### src/rtl/sl_transmitter.sv
// sl_transmitter
// Serial-link transmitter for the two-wire SL0/SL1 link. Takes a 32-bit word
// over a valid/ready handshake and sends its low L bits MSB-first as low
// pulses: a pulse on sl0 is a 0 and a pulse on sl1 is a 1. An odd-parity
// cell follows the data. The frame ends with a stop marker (both lines low)
// and then an idle gap.
//
// Ports:
//   clk    in   system clock
//   reset  in   synchronous active-high reset
//   data   in   [31:0] word to send, only data[L-1:0] is used
//   mode   in   [1:0] length select: 00=8, 01=16, 10=24, 11=32 bits
//   valid  in   data/mode valid
//   ready  out  idle, a word is accepted when valid & ready
//   sl0    out  link line 0, idle high, registered
//   sl1    out  link line 1, idle high, registered
//   busy   out  frame in progress
//   done   out  one-cycle pulse when the frame completes
//
// state | meaning
// IDLE  | lines high, waiting for a word
// BIT   | sending one bit cell of 4 phases (pulse in phase 2)
// STOP  | both lines low, stop marker
// GAP   | lines high for 2 phases before returning to IDLE
module sl_transmitter #(
    parameter int PHASE_CYCLES = 4,
    parameter int STOP_CYCLES  = 4
) (
    input  logic        clk,
    input  logic        reset,
    input  logic [31:0] data,
    input  logic [1:0]  mode,
    input  logic        valid,
    output logic        ready,
    output logic        sl0,
    output logic        sl1,
    output logic        busy,
    output logic        done
);

    localparam int CNT_MAX = (STOP_CYCLES > 2 * PHASE_CYCLES) ? STOP_CYCLES : 2 * PHASE_CYCLES;
    localparam int CW      = $clog2(CNT_MAX);

    localparam logic [CW-1:0] P_LD = CW'(PHASE_CYCLES - 1);
    localparam logic [CW-1:0] S_LD = CW'(STOP_CYCLES - 1);
    localparam logic [CW-1:0] G_LD = CW'(2 * PHASE_CYCLES - 1);
    localparam logic [CW-1:0] ONE  = CW'(1);

    typedef enum logic [1:0] {IDLE, BIT, STOP, GAP} state_t;

    state_t        state, state_nxt;
    logic [1:0]    phase, phase_nxt;
    logic [CW-1:0] cnt, cnt_nxt;
    logic [5:0]    bit_idx, bit_idx_nxt;
    logic [31:0]   shreg, shreg_nxt;
    logic          parity, parity_nxt;
    logic          ready_nxt, sl0_nxt, sl1_nxt, busy_nxt, done_nxt;

    logic [31:0]   data_al;
    logic [5:0]    len;
    logic          cur_bit;
    logic          pulse;

    // Left-align the selected bits so the MSB of every length sits at bit 31;
    // the unused low bits are zero and do not disturb the parity.
    always_comb begin
        data_al = 32'h0;
        len     = 6'd32;
        case (mode)
            2'b00:   begin data_al = {data[7:0],  24'h0}; len = 6'd8;  end
            2'b01:   begin data_al = {data[15:0], 16'h0}; len = 6'd16; end
            2'b10:   begin data_al = {data[23:0],  8'h0}; len = 6'd24; end
            default: begin data_al = data;                len = 6'd32; end
        endcase
    end

    always_comb begin
        state_nxt   = state;
        phase_nxt   = phase;
        cnt_nxt     = cnt;
        bit_idx_nxt = bit_idx;
        shreg_nxt   = shreg;
        parity_nxt  = parity;

        case (state)
            IDLE: begin
                if (valid && ready) begin
                    state_nxt   = BIT;
                    phase_nxt   = 2'd0;
                    cnt_nxt     = P_LD;
                    bit_idx_nxt = len;
                    shreg_nxt   = data_al;
                    parity_nxt  = ~^data_al;
                end
            end
            BIT: begin
                if (cnt == '0) begin
                    cnt_nxt   = P_LD;
                    phase_nxt = phase + 2'd1;
                    if (phase == 2'd3) begin
                        // bit_idx counts data cells L..1, then 0 is parity
                        if (bit_idx == 6'd0) begin
                            state_nxt = STOP;
                            cnt_nxt   = S_LD;
                        end else begin
                            bit_idx_nxt = bit_idx - 6'd1;
                            shreg_nxt   = {shreg[30:0], 1'b0};
                        end
                    end
                end else begin
                    cnt_nxt = cnt - ONE;
                end
            end
            STOP: begin
                if (cnt == '0) begin
                    state_nxt = GAP;
                    cnt_nxt   = G_LD;
                end else begin
                    cnt_nxt = cnt - ONE;
                end
            end
            GAP: begin
                if (cnt == '0) state_nxt = IDLE;
                else           cnt_nxt   = cnt - ONE;
            end
            default: state_nxt = IDLE;
        endcase

        // Outputs are decoded from the next state so the line flops change
        // on the same edge as the state register.
        cur_bit   = (bit_idx_nxt == 6'd0) ? parity_nxt : shreg_nxt[31];
        pulse     = (state_nxt == BIT) && (phase_nxt == 2'd2);
        sl0_nxt   = (state_nxt != STOP) && !(pulse && !cur_bit);
        sl1_nxt   = (state_nxt != STOP) && !(pulse && cur_bit);
        ready_nxt = (state_nxt == IDLE);
        busy_nxt  = (state_nxt != IDLE);
        done_nxt  = (state == GAP) && (cnt == '0);
    end

    always_ff @(posedge clk) begin
        if (reset) begin
            state   <= IDLE;
            phase   <= 2'd0;
            cnt     <= '0;
            bit_idx <= 6'd0;
            shreg   <= 32'h0;
            parity  <= 1'b0;
            ready   <= 1'b0;
            sl0     <= 1'b1;
            sl1     <= 1'b1;
            busy    <= 1'b0;
            done    <= 1'b0;
        end else begin
            state   <= state_nxt;
            phase   <= phase_nxt;
            cnt     <= cnt_nxt;
            bit_idx <= bit_idx_nxt;
            shreg   <= shreg_nxt;
            parity  <= parity_nxt;
            ready   <= ready_nxt;
            sl0     <= sl0_nxt;
            sl1     <= sl1_nxt;
            busy    <= busy_nxt;
            done    <= done_nxt;
        end
    end

endmodule

### config.mk
export PLATFORM = sky130hd
export DESIGN_NAME = sl_transmitter
export DESIGN_NICKNAME = d
export VERILOG_FILES = /design/src/rtl/sl_transmitter.sv
export SDC_FILE = /design/constraint.sdc
export NUM_CORES = 1
export LEC_CHECK = 0
export BUFFER_PORTS_ARGS = -buffer_cell sky130_fd_sc_hd__buf_2
export CAP_MARGIN = 20
export CELL_PAD_IN_SITES_DETAIL_PLACEMENT = 0
export CELL_PAD_IN_SITES_GLOBAL_PLACEMENT = 1
export CORE_ASPECT_RATIO = 0.9
export CORE_MARGIN = 3
export CORE_UTILIZATION = 35
export CTS_CLUSTER_DIAMETER = 150
export DETAILED_ROUTE_END_ITERATION = 6
export PLACE_DENSITY_LB_ADDON = 0.1
export REMOVE_ABC_BUFFERS = 1
export SYNTH_ARGS = -nofsm -noshare
export SYNTH_HDL_FRONTEND = slang
export SYNTH_SLANG_ARGS = --single-unit
### constraint.sdc
create_clock -name clk -period 2.9 [get_ports clk]
set_input_delay 0.58 -clock clk [delete_from_list [all_inputs] [get_ports clk]]
set_output_delay 0.58 -clock clk [all_outputs]
set_load 0.02 [all_outputs]
==> metrics.csv <==
metric,value,unit
outcome,"complete, but fails checks",
failing checks,design-rule violations,
CTS H-tree depth,2,
top cell family by delay on the critical path,XOR/XNOR gates,
xor/xnor share of the synthesized area,10.8,%
die area,0.0101,mm^2
Power Dens Cells,469,mW/mm^2
initial drt markers,301,
Final Instance Area,0.00368,mm^2
Adder-Cell Fraction of Synth Area,3.62,%
Non-Filler Instances,516,
layout cells sized above 1,20.9,%
CTS Buffer Depth,2,
starting density of the core,36.2,%
minimum clock period,2.65,ns
ys flop type,dfxtp_1,
Worst Clk Skew,0.00746,ns
Slowest cell on crit path,a222oi_1,
dpl ws,-0.0706,ns
Hold Path End,cnt[0],
RR Startpoint,cnt[0],
1st-pass router iterations,7,
CP required,3.06,ns
Finished Core Util,42.7,%
Post-DP Area,0.00358,mm^2
largest family of logic cells by synthesized area,compound AO/OA/AOI/OAI gates,
PortBufs,41,
cts bufs inserted,5,
post-DR wirelength/cell,17.4,um
"wirelength, routed",8.99,mm
fin. max-slew vios,0,
maxcap violations,0,
Max-slew headroom,33.7,%
final setup fails,0,
clk slew on worst S/H paths,0.10,ns
number of core rows,32,
ANT cells,0,
Worst path most repeated cell,xnor2_1,
sequential share of the synthesized area,32.8,%
Vias/cell,5.54,
Lkg Pwr,0.00147,uW
Compound-Gate Fraction of Synth Area,27.2,%
Layout area overhead,18.1,%
worst hold start,cnt[0],
worst setup margin,0.251,ns
Crit path largest cell delay,0.50,ns
worst setup path class,primary input to flop,
Hold Path Stages,1,
Async SR Flop Fraction,0,%
Die Width,105,um
Synth Warn #,0,
dpl hpwl,6.69,mm
Peak VDD IR,187,uV
largest net degree at the start of global routing,51,
post-synthesis average cell area,8.85,um^2
Synth top area share,32.8,%
Synth area leader,dfxtp_1,
IO Pins,42,
post-synthesis register bit count,51,
DIE HEIGHT,95.5,um
Placed Instances,508,
Resized Gates After CTS,0,
GPL Wtd Cong,0.844,
Max Freq,378,MHz
Post-Synth Simple-Gate Area,16.2,%
Worst Path Buf+Inv,3,
Root Buffer,clkbuf_8,
top post-synthesis cells by area,"dfxtp_1 (33%), a222oi_1 (12%), xnor2_1 (5.9%)",
type of the worst min-delay path,flop to flop,
most frequent cells after synthesis,"dfxtp_1 (51), nor2_1 (45), a222oi_1 (38)",
Worst R2R End,sl1,
vias in the first global route,2684,
global-route wire length before repair,14.2,mm
core area,0.00861,mm^2
clk sink count,51,
RSZ-0062 raised after global routing,no,
grt total ovfl,0,
CTS tree,built,
postcts setup bufs,0,
Crit path arrival time,2.81,ns
"count leader, synth",dfxtp_1,
fill cell count,911,
initial antenna violation count,0,
Antenna Violating Nets Remaining,0,
DR vias,2858,
startpoint types,primary input,
hold_buf cts,0,
R2R cell count,9,
CP Max Fanout,9,
part of the cycle the worst path needs,91.3,%
Post-Synthesis Cells,352,
Worst Max-Slew Pin Slew,0.994,ns
Synth Cell Area,0.00311,mm^2
Setup crit end kind,flop,
number of synthesized flops with an enable pin,0,
mux cell area share after synthesis,3.25,%
All-Layer GR Usage,18.0,%
crit path cell chain,buf_2 -> buf_4 -> ha_1 -> a222oi_1 -> buf_4 -> mux2i_1 -> xnor2_1 -> xnor2_1 -> xnor3_1 -> xnor2_1 -> o22ai_1,
nets@finish,442,
"Distinct cells, synth",49,
DRC,8,
"Hold Violations, Final",0,
worst reg2reg setup slack,0.32,ns
Critical path origin,mode[0],
worst-skew pair later-pin latency,0.31,ns
==> metal layers <==
metal	wire, um	global-route usage [%]	vias to the layer above
met2	3770	27.5	89
met1	4690	26.9	1354
li1	-	-	1410
met4	57	3.61	0
met3	463	2.44	5
met5	0	0	-
==> power by group <==
group / leakage, uW / internal, uW / switching, uW
Combinational: 0.00101 / 261 / 252
Sequential: 0.000414 / 730 / 25.5
Clock: 0.0000474 / 196 / 260
==> how the worst max path moves through the flow <==
stage,endpoint,cells after the start
2_1_floorplan,sl1,9
3_3_place_gp,parity,11
3_5_place_dp,parity,11
4_1_cts,parity,11
5_1_grt,parity,11
6_report,parity,11
==> cell type report <==
cell class                 count  area, um^2  share of cell area [%]
clock inverter                 2        16.3                   0.442
clock buffer                   6        82.6                    2.24
multi-input combinational    253        1910                    51.9
tap                          119         149                    4.05
timing repair buffer          69         440                    12.0
sequential                    51        1020                    27.8
inverter                      16        60.1                    1.63
==> cells by family (layout without fill, tap and decap cells) <==
logic type,after synthesis,count (layout)
multiplexers,10,10
AND/OR/NAND/NOR,99,99
XOR/XNOR,32,32
adder cells (fa/ha/maj),9,9
AO/OA/AOI/OAI,103,103
buffers and inverters,48,93
flip-flops,51,51
==> flip-flops by register name, indices dropped and copies added (netlist names) <==
signal   flops
done         1
shreg       32
ready        1
sl0          1
parity       1
bit_idx      6
phase        2
busy         1
state        2
sl1          1
cnt          3
==> placed cells by master, fill, tap and decap left out, types with 2 or more instances in the layout <==
cell / count
xor2_1: 7
nor2_1: 45
o21ai_1: 8
nor3_1: 3
a21oi_1: 8
o31a_1: 2
and4bb_1: 2
nor2b_1: 7
nand2b_1: 3
nand2_1: 22
inv_1: 15
clkbuf_8: 6
buf_4: 26
mux2i_1: 9
a211oi_1: 5
a22oi_1: 16
dfxtp_1: 51
xnor2_1: 21
a21o_1: 4
nand3_1: 4
xnor3_1: 2
a222oi_1: 38
a22o_1: 9
nor4_4: 2
buf_12: 2
o21ai_0: 4
xor3_1: 2
buf_2: 41
ha_1: 9
==> per-stage QoR <==
step           setup TNS, ns  total power (uW)  hold slack (ns)
2_1_floorplan         -0.272              1110            0.432
3_3_place_gp         -0.0593              1290            0.464
3_5_place_dp         -0.0706              1280            0.464
4_1_cts                    0              1740            0.483
5_1_grt                    0              1820            0.520
6_report                   0              1720            0.481
No activity file was read; power rests on OpenSTA's default activity.
